===== src/rtl/matmul_pkg.sv =====
// Shared types and helpers for the AXI-Stream matrix-multiply core.
package matmul_pkg;

   localparam int DATA_W_DEF  = 32;
   localparam int MAX_DIM_DEF = 4;

   typedef enum logic [2:0] {
      IDLE    = 3'd0,
      LOAD    = 3'd1,
      COMPUTE = 3'd2,
      OUTPUT  = 3'd3,
      DONE    = 3'd4
   } state_e;

   // Row-major linear index of element (row, col) in a matrix with ncols columns.
   function automatic int unsigned rm_idx(input int unsigned row,
                                          input int unsigned col,
                                          input int unsigned ncols);
      return row * ncols + col;
   endfunction

endpackage


===== src/rtl/axis_matmul_core_if.sv =====
// AXI-Stream bundle (valid/ready/data/last) with master and slave views.
interface axis_matmul_core_if
   import matmul_pkg::*;
#(
   parameter int DATA_W = DATA_W_DEF
) ();
   logic              tvalid;
   logic              tready;
   logic [DATA_W-1:0] tdata;
   logic              tlast;

   modport master (output tvalid, output tdata, output tlast, input tready);
   modport slave  (input tvalid, input tdata, input tlast, output tready);
endinterface


===== src/rtl/matmul_mac.sv =====
// Multiply-accumulate unit: clear/enable controlled accumulator of ACC_W bits.
// The result port reflects the accumulator value being written this cycle,
// reduced to DATA_W bits: wrapped by default, saturated when MATMUL_SAT_EN
// is defined.
module matmul_mac #(
   parameter int DATA_W = 32,
   parameter int ACC_W  = 66
) (
   input  logic              clk,
   input  logic              rst_n,
   input  logic              clr_i,
   input  logic              en_i,
   input  logic [DATA_W-1:0] a_i,
   input  logic [DATA_W-1:0] b_i,
   output logic [DATA_W-1:0] res_o
);
   logic [ACC_W-1:0] prod_s;
   logic [ACC_W-1:0] base_s;
   logic [ACC_W-1:0] acc_d;
   logic [ACC_W-1:0] acc_q;

   // Next accumulator: product added to zero (clear) or to the running sum.
   always_comb begin
      prod_s = ACC_W'(a_i) * ACC_W'(b_i);
      if (clr_i) begin
         base_s = {ACC_W{1'b0}};
      end else begin
         base_s = acc_q;
      end
      if (en_i) begin
         acc_d = base_s + prod_s;
      end else begin
         acc_d = base_s;
      end
   end

   // Accumulator register.
   always_ff @(posedge clk or negedge rst_n) begin
      if (!rst_n) begin
         acc_q <= {ACC_W{1'b0}};
      end else begin
         acc_q <= acc_d;
      end
   end

   // Output stage: reduce the accumulator to the stream width.
   always_comb begin
`ifdef MATMUL_SAT_EN
      if (|acc_d[ACC_W-1:DATA_W]) begin
         res_o = {DATA_W{1'b1}};
      end else begin
         res_o = acc_d[DATA_W-1:0];
      end
`else
      res_o = acc_d[DATA_W-1:0];
`endif
   end

endmodule


===== src/rtl/axis_matmul_core.sv =====
// Matrix-multiply engine: loads A (MxK) and B (KxN) from two AXI-Stream
// slaves, computes C = A*B with a single MAC and streams C row-major.
// Optional build macro: MATMUL_SAT_EN (saturate C instead of wrapping).
module axis_matmul_core
   import matmul_pkg::*;
#(
   parameter int DATA_W  = DATA_W_DEF,
   parameter int MAX_DIM = MAX_DIM_DEF,
   parameter int DIM_W   = $clog2(MAX_DIM + 1),
   parameter int ACC_W   = 2 * DATA_W + $clog2(MAX_DIM)
) (
   input  logic               clk,
   input  logic               rst_n,
   input  logic               start,
   input  logic [DIM_W-1:0]   cfg_m,
   input  logic [DIM_W-1:0]   cfg_k,
   input  logic [DIM_W-1:0]   cfg_n,
   output logic               busy,
   output logic               done,
   output logic               err,
   axis_matmul_core_if.slave  s_axis_a,
   axis_matmul_core_if.slave  s_axis_b,
   axis_matmul_core_if.master m_axis_c
);
   localparam int DEPTH = MAX_DIM * MAX_DIM;
   localparam int AW    = (DEPTH > 1) ? $clog2(DEPTH) : 1;
   localparam int CW    = $clog2(DEPTH + 1);

   logic [DATA_W-1:0] a_mem [DEPTH];
   logic [DATA_W-1:0] b_mem [DEPTH];

   state_e            state_q, state_d;
   logic [DIM_W-1:0]  m_q, m_d, k_q, k_d, n_q, n_d;
   logic [DIM_W-1:0]  i_q, i_d, j_q, j_d, p_q, p_d;
   logic [CW-1:0]     tot_a_q, tot_a_d, tot_b_q, tot_b_d;
   logic [CW-1:0]     a_cnt_q, a_cnt_d, b_cnt_q, b_cnt_d;
   logic              a_rdy_q, a_rdy_d, b_rdy_q, b_rdy_d;
   logic              c_vld_q, c_vld_d, c_last_q, c_last_d;
   logic [DATA_W-1:0] c_data_q, c_data_d;
   logic              busy_q, busy_d, done_q, done_d, err_q, err_d;

   logic              cfg_ok_s, a_acc_s, b_acc_s;
   logic              mac_en_s, mac_clr_s;
   logic [AW-1:0]     a_addr_s, b_addr_s;
   logic [DATA_W-1:0] mac_res_s;

   assign cfg_ok_s = (cfg_m != DIM_W'(0)) && (cfg_m <= DIM_W'(MAX_DIM)) &&
                     (cfg_k != DIM_W'(0)) && (cfg_k <= DIM_W'(MAX_DIM)) &&
                     (cfg_n != DIM_W'(0)) && (cfg_n <= DIM_W'(MAX_DIM));
   assign a_acc_s  = s_axis_a.tvalid && a_rdy_q;
   assign b_acc_s  = s_axis_b.tvalid && b_rdy_q;
   assign a_addr_s = AW'(rm_idx(32'(i_q), 32'(p_q), 32'(k_q)));
   assign b_addr_s = AW'(rm_idx(32'(p_q), 32'(j_q), 32'(n_q)));

   assign s_axis_a.tready = a_rdy_q;
   assign s_axis_b.tready = b_rdy_q;
   assign m_axis_c.tvalid = c_vld_q;
   assign m_axis_c.tdata  = c_data_q;
   assign m_axis_c.tlast  = c_last_q;
   assign busy            = busy_q;
   assign done            = done_q;
   assign err             = err_q;

   matmul_mac #(
      .DATA_W (DATA_W),
      .ACC_W  (ACC_W)
   ) u_mac (
      .clk   (clk),
      .rst_n (rst_n),
      .clr_i (mac_clr_s),
      .en_i  (mac_en_s),
      .a_i   (a_mem[a_addr_s]),
      .b_i   (b_mem[b_addr_s]),
      .res_o (mac_res_s)
   );

   // Operand buffers: accepted beats land at the current load count.
   always_ff @(posedge clk) begin
      if (a_acc_s) begin
         a_mem[AW'(a_cnt_q)] <= s_axis_a.tdata;
      end
      if (b_acc_s) begin
         b_mem[AW'(b_cnt_q)] <= s_axis_b.tdata;
      end
   end

   // Next-state and output logic for the load/compute/output sequence.
   always_comb begin
      state_d   = state_q;
      m_d       = m_q;
      k_d       = k_q;
      n_d       = n_q;
      i_d       = i_q;
      j_d       = j_q;
      p_d       = p_q;
      tot_a_d   = tot_a_q;
      tot_b_d   = tot_b_q;
      a_cnt_d   = a_cnt_q;
      b_cnt_d   = b_cnt_q;
      c_vld_d   = c_vld_q;
      c_last_d  = c_last_q;
      c_data_d  = c_data_q;
      done_d    = done_q;
      err_d     = err_q;
      mac_en_s  = 1'b0;
      mac_clr_s = 1'b0;
      case (state_q)
         IDLE, DONE: begin
            if (start && cfg_ok_s) begin
               m_d     = cfg_m;
               k_d     = cfg_k;
               n_d     = cfg_n;
               tot_a_d = CW'(cfg_m) * CW'(cfg_k);
               tot_b_d = CW'(cfg_k) * CW'(cfg_n);
               a_cnt_d = {CW{1'b0}};
               b_cnt_d = {CW{1'b0}};
               i_d     = {DIM_W{1'b0}};
               j_d     = {DIM_W{1'b0}};
               p_d     = {DIM_W{1'b0}};
               done_d  = 1'b0;
               err_d   = 1'b0;
               state_d = LOAD;
            end else if (start) begin
               done_d  = 1'b0;
               err_d   = 1'b1;
               state_d = IDLE;
            end else begin
               state_d = state_q;
            end
         end
         LOAD: begin
            // Counting follows the configuration; tlast is only cross-checked.
            a_cnt_d = a_cnt_q + CW'(a_acc_s);
            b_cnt_d = b_cnt_q + CW'(b_acc_s);
            err_d   = err_q
                    | (a_acc_s & (s_axis_a.tlast ^ (a_cnt_q == tot_a_q - CW'(1))))
                    | (b_acc_s & (s_axis_b.tlast ^ (b_cnt_q == tot_b_q - CW'(1))));
            if ((a_cnt_d == tot_a_q) && (b_cnt_d == tot_b_q)) begin
               state_d = COMPUTE;
            end else begin
               state_d = LOAD;
            end
         end
         COMPUTE: begin
            mac_en_s  = 1'b1;
            mac_clr_s = (p_q == {DIM_W{1'b0}});
            if (p_q == k_q - DIM_W'(1)) begin
               p_d      = {DIM_W{1'b0}};
               c_vld_d  = 1'b1;
               c_data_d = mac_res_s;
               c_last_d = (i_q == m_q - DIM_W'(1)) && (j_q == n_q - DIM_W'(1));
               state_d  = OUTPUT;
            end else begin
               p_d = p_q + DIM_W'(1);
            end
         end
         OUTPUT: begin
            if (m_axis_c.tready) begin
               c_vld_d = 1'b0;
               if (c_last_q) begin
                  done_d  = 1'b1;
                  state_d = DONE;
               end else if (j_q == n_q - DIM_W'(1)) begin
                  j_d     = {DIM_W{1'b0}};
                  i_d     = i_q + DIM_W'(1);
                  state_d = COMPUTE;
               end else begin
                  j_d     = j_q + DIM_W'(1);
                  state_d = COMPUTE;
               end
            end else begin
               state_d = OUTPUT;
            end
         end
         default: begin
            state_d = IDLE;
         end
      endcase
      a_rdy_d = (state_d == LOAD) && (a_cnt_d < tot_a_d);
      b_rdy_d = (state_d == LOAD) && (b_cnt_d < tot_b_d);
      busy_d  = (state_d == LOAD) || (state_d == COMPUTE) || (state_d == OUTPUT);
   end

   // State, counters and all registered outputs.
   always_ff @(posedge clk or negedge rst_n) begin
      if (!rst_n) begin
         state_q  <= IDLE;
         m_q      <= {DIM_W{1'b0}};
         k_q      <= {DIM_W{1'b0}};
         n_q      <= {DIM_W{1'b0}};
         i_q      <= {DIM_W{1'b0}};
         j_q      <= {DIM_W{1'b0}};
         p_q      <= {DIM_W{1'b0}};
         tot_a_q  <= {CW{1'b0}};
         tot_b_q  <= {CW{1'b0}};
         a_cnt_q  <= {CW{1'b0}};
         b_cnt_q  <= {CW{1'b0}};
         a_rdy_q  <= 1'b0;
         b_rdy_q  <= 1'b0;
         c_vld_q  <= 1'b0;
         c_last_q <= 1'b0;
         c_data_q <= {DATA_W{1'b0}};
         busy_q   <= 1'b0;
         done_q   <= 1'b0;
         err_q    <= 1'b0;
      end else begin
         state_q  <= state_d;
         m_q      <= m_d;
         k_q      <= k_d;
         n_q      <= n_d;
         i_q      <= i_d;
         j_q      <= j_d;
         p_q      <= p_d;
         tot_a_q  <= tot_a_d;
         tot_b_q  <= tot_b_d;
         a_cnt_q  <= a_cnt_d;
         b_cnt_q  <= b_cnt_d;
         a_rdy_q  <= a_rdy_d;
         b_rdy_q  <= b_rdy_d;
         c_vld_q  <= c_vld_d;
         c_last_q <= c_last_d;
         c_data_q <= c_data_d;
         busy_q   <= busy_d;
         done_q   <= done_d;
         err_q    <= err_d;
      end
   end

endmodule


===== src/flat_wrapper.sv =====
// flat-port wrapper written by rule: the top's interface ports become plain ports
module axis_matmul_core_flat import matmul_pkg::*;
#(
   parameter int DATA_W  = DATA_W_DEF,
   parameter int MAX_DIM = MAX_DIM_DEF,
   parameter int DIM_W   = $clog2(MAX_DIM + 1),
   parameter int ACC_W   = 2 * DATA_W + $clog2(MAX_DIM)
)
  (clk, rst_n, start, cfg_m, cfg_k, cfg_n, busy, done, err, s_axis_a_tvalid, s_axis_a_tdata, s_axis_a_tlast, s_axis_a_tready, s_axis_b_tvalid, s_axis_b_tdata, s_axis_b_tlast, s_axis_b_tready, m_axis_c_tvalid, m_axis_c_tdata, m_axis_c_tlast, m_axis_c_tready);
  axis_matmul_core_if #(.DATA_W(DATA_W)) s_axis_a_i ();
  axis_matmul_core_if #(.DATA_W(DATA_W)) s_axis_b_i ();
  axis_matmul_core_if #(.DATA_W(DATA_W)) m_axis_c_i ();
  input  logic clk;
  input  logic rst_n;
  input  logic start;
  input  logic [DIM_W-1:0] cfg_m;
  input  logic [DIM_W-1:0] cfg_k;
  input  logic [DIM_W-1:0] cfg_n;
  output logic busy;
  output logic done;
  output logic err;
  input wire logic [$bits(s_axis_a_i.tvalid)-1:0] s_axis_a_tvalid;
  input wire logic [$bits(s_axis_a_i.tdata)-1:0] s_axis_a_tdata;
  input wire logic [$bits(s_axis_a_i.tlast)-1:0] s_axis_a_tlast;
  output wire logic [$bits(s_axis_a_i.tready)-1:0] s_axis_a_tready;
  input wire logic [$bits(s_axis_b_i.tvalid)-1:0] s_axis_b_tvalid;
  input wire logic [$bits(s_axis_b_i.tdata)-1:0] s_axis_b_tdata;
  input wire logic [$bits(s_axis_b_i.tlast)-1:0] s_axis_b_tlast;
  output wire logic [$bits(s_axis_b_i.tready)-1:0] s_axis_b_tready;
  output wire logic [$bits(m_axis_c_i.tvalid)-1:0] m_axis_c_tvalid;
  output wire logic [$bits(m_axis_c_i.tdata)-1:0] m_axis_c_tdata;
  output wire logic [$bits(m_axis_c_i.tlast)-1:0] m_axis_c_tlast;
  input wire logic [$bits(m_axis_c_i.tready)-1:0] m_axis_c_tready;
  assign s_axis_a_i.tvalid = s_axis_a_tvalid;
  assign s_axis_a_i.tdata = s_axis_a_tdata;
  assign s_axis_a_i.tlast = s_axis_a_tlast;
  assign s_axis_a_tready = s_axis_a_i.tready;
  assign s_axis_b_i.tvalid = s_axis_b_tvalid;
  assign s_axis_b_i.tdata = s_axis_b_tdata;
  assign s_axis_b_i.tlast = s_axis_b_tlast;
  assign s_axis_b_tready = s_axis_b_i.tready;
  assign m_axis_c_tvalid = m_axis_c_i.tvalid;
  assign m_axis_c_tdata = m_axis_c_i.tdata;
  assign m_axis_c_tlast = m_axis_c_i.tlast;
  assign m_axis_c_i.tready = m_axis_c_tready;
  axis_matmul_core #(.DATA_W(DATA_W), .MAX_DIM(MAX_DIM), .DIM_W(DIM_W), .ACC_W(ACC_W)) u_core (.clk(clk), .rst_n(rst_n), .start(start), .cfg_m(cfg_m), .cfg_k(cfg_k), .cfg_n(cfg_n), .busy(busy), .done(done), .err(err), .s_axis_a(s_axis_a_i), .s_axis_b(s_axis_b_i), .m_axis_c(m_axis_c_i));
endmodule

===== config.mk =====
export PLATFORM = sky130hd
export DESIGN_NAME = axis_matmul_core_flat
export DESIGN_NICKNAME = d
export VERILOG_FILES = /design/src/rtl/matmul_pkg.sv /design/src/rtl/axis_matmul_core_if.sv /design/src/rtl/matmul_mac.sv /design/src/rtl/axis_matmul_core.sv /design/src/flat_wrapper.sv
export SDC_FILE = /design/constraint.sdc
export NUM_CORES = 2
export LEC_CHECK = 0
export BUFFER_PORTS_ARGS = -buffer_cell sky130_fd_sc_hd__buf_2
export CAP_MARGIN = 30
export CORE_MARGIN = 2
export CORE_UTILIZATION = 25
export CTS_CLUSTER_DIAMETER = 200
export DETAILED_ROUTE_END_ITERATION = 6
export SLEW_MARGIN = 0
export SYNTH_ARGS = -nofsm -noshare
export SYNTH_HDL_FRONTEND = slang
export SYNTH_SLANG_ARGS = --single-unit

===== constraint.sdc =====
create_clock -name clk -period 18.4 [get_ports clk]
set_input_delay 3.68 -clock clk [delete_from_list [all_inputs] [get_ports clk]]
set_output_delay 3.68 -clock clk [all_outputs]
set_load 0.01 [all_outputs]

==> reports/metrics.yaml <==
fmax_mhz: 84.9
gp_congestion: 0.833
min_period_over_period_pct: 64.0
hold_path_depth: 2
max_slew.worst_pin.slew_ps: 1060
finalSetupViolCount: 0
numPortBuffers: 119
critPathArrivalTime_ps: 12460
dieArea_mm2: 0.250
cp.required_ps: 19080
multiInputGateArea_mm2: 0.0254
async_reset_ff_share_pct: 9.86
cts_root_buf: "clkbuf_16"
grt_max_degree: 101
synth_edf_count: 1024
cts_inserted_buffers: 118
area_growth_pct: 14.1
ys.warnings.count: 0
drive_above_1_share_pct: 17.7
netlist.top_cell.by_area: "edfxtp_1"
grt_antenna_before_repair: 44
drtIter0Drc: 2459
tns_ps: 0
ff_latch_area_mm2: 0.0336
core_mm2: 0.245
cts_tree: "done"
stdcell_count: 7543
grt_pass1_vias: 36000
vias: 33700
wire_per_inst_um: 21.1
hold_class: "reg2reg"
clkTransAtPathRegs_ps: 60
io_pins: 120
post_cts_buffers: 0
h-tree-depth: 3
fin_crit_ps: 11780
grt_pass1_wl_um: 239000
synthTopCellsByArea: "edfxtp_1 50%, fa_1 15%, mux4_2 10%"
crit_type: "reg2reg"
cts.sinks: 1136
holdWs_ps: 473
clockBufferDepth: 3
cts_resized: 0
dp_cells: 7323
ys_ff_latch: 1136
cp_common_cell: "fa_1"
netlist_area_mm2: 0.0615
ys.flop_type: "edfxtp_1"
r2r_slack_ps: 6620
ys_seq_area_share_pct: 54.5
hold_end: "u_core.m_axis_c.tdata[11]"
hold_path.startpoint: "u_core.m_axis_c.tdata[11]"
synth_cell_type_count: 57
routed_wirelength_um: 160000
reg2reg_to: "u_core.u_mac.acc_q[28]"
vias_per_cell: 4.47
hold_violations: 0
cpPeakStageDelay_ps: 900
final.fill_count: 24400
netlist.area_leader.share_pct: 50.0
syn_avg_cell_area_um2: 15.1
finalMaxSlewViolations: 0
timing.rr.start: "u_core.p_q[2]"
dp_hpwl_um: 102000
synth.most_common_cell: "edfxtp_1"
start_kind: "register"
status: "completed"
die_w_um: 500
netlist_top_cells_count: "1024 x edfxtp_1, 550 x inv_1, 448 x fa_1"
dieHeight_um: 500
relSlewSlack_pct: 27.5
critPathCaptureType: "register"
firstDrtPassIters: 5
clock_latency_ps: 780
finClkSkew_ps: 96.9
grt_overflow_total: 0
grt_usage_pct: 12.7
fin_nets: 4911
timing.critical_path.slowest_stage_cell: "mux4_2"
drc: 0
synth_cells: 4071
start_util_pct: 25.1
cp_max_fo: 28
rsz0062_at_grt: "no"
postCtsHoldBufs: 0
syn-num-nets: 4759
num_rows: 182
rr_worst_depth: 35
antenna_left: 0
cap_violations: 0
==> sequential cells by signal (all words and copies together) (netlist names), 5 cells and up <==
signal,count
u_core.b_mem,512
u_core.b_cnt_q,5
u_core.a_cnt_q,5
u_core.a_mem,512
u_core.tot_b_q,5
u_core.u_mac.acc_q,32
u_core.tot_a_q,5
u_core.m_axis_c.tdata,32
==> how the worst max path moves through the flow <==
stage,from,end,cells past startpoint
finish,u_core.p_q[2],u_core.u_mac.acc_q[28],35
global route,u_core.p_q[2],u_core.m_axis_c.tdata[30],35
CTS,u_core.p_q[2],u_core.u_mac.acc_q[28],36
detailed placement,u_core.p_q[2],u_core.u_mac.acc_q[28],36
global placement,u_core.i_q[2],u_core.u_mac.acc_q[23],37
floorplan,u_core.p_q[2],u_core.u_mac.acc_q[23],40
==> cell usage in the layout, fill, tap and decap left out, drive strengths merged, types with 59 or more instances in the layout <==
cell type  count
fa           448
inv          554
edfxtp      1024
and2         137
buf          203
xnor2        100
nand2        347
nor2         217
mux2i        107
clkbuf       143
nor2b         59
dfrtp        112
o21ai         96
ha           159
mux4         275
==> per-stage QoR <==
step / cell area [um2] / util (%) / worst slack, ps
6_report: 70200 / 28.6 / 6620
3_5_place_dp: 66300 / 27.0 / 6640
3_3_place_gp: 66300 / 27.0 / 6730
2_1_floorplan: 61500 / - / 8310
4_1_cts: 70100 / 28.6 / 6630
5_1_grt: 70200 / 28.6 / 6170
==> worst max-delay path: cells and delay by family, from the launching register on <==
family	cells	cell delay (ps)
adders and majority gates	12	5770
AOI/OAI and AO/OA	6	1550
buffers and inverters	10	1450
muxes	1	900
xor gates and xnor gates	3	700
and+or+nand+nor	3	690
DFF	1	490
==> routing by layer <==
metal,share of wire [%],global-route usage (%),wire (um)
met5,0.14,0,218
met4,2.9,3.67,4590
met3,6.1,2.48,9750
met2,49,21.6,78600
met1,42,16.5,66400
==> layout make-up <==
class,count,area share [%]
Multi-Input combinational cell,2213,36.2
Inverter,551,2.95
Antenna cell,5,0.0178
Tap cell,3220,5.74
Clock buffer,143,4.34
Timing Repair Buffer,203,1.83
Sequential cell,1136,47.8
Clock inverter,72,1.11
==> kinds of logic after synthesis <==
family                     Yosys count  synth area share (%)
DFF                               1136                  54.5
buffers and inverters              722                  4.77
AOI/OAI and AO/OA                  183                  1.75
muxes                              430                  12.8
xor gates and xnor gates           139                  2.00
adders and majority gates          607                  17.8
and+or+nand+nor                    854                  6.36
Power is not shown: default switching activity piles up to over one toggle a cycle in this logic, so the estimate is an artifact.
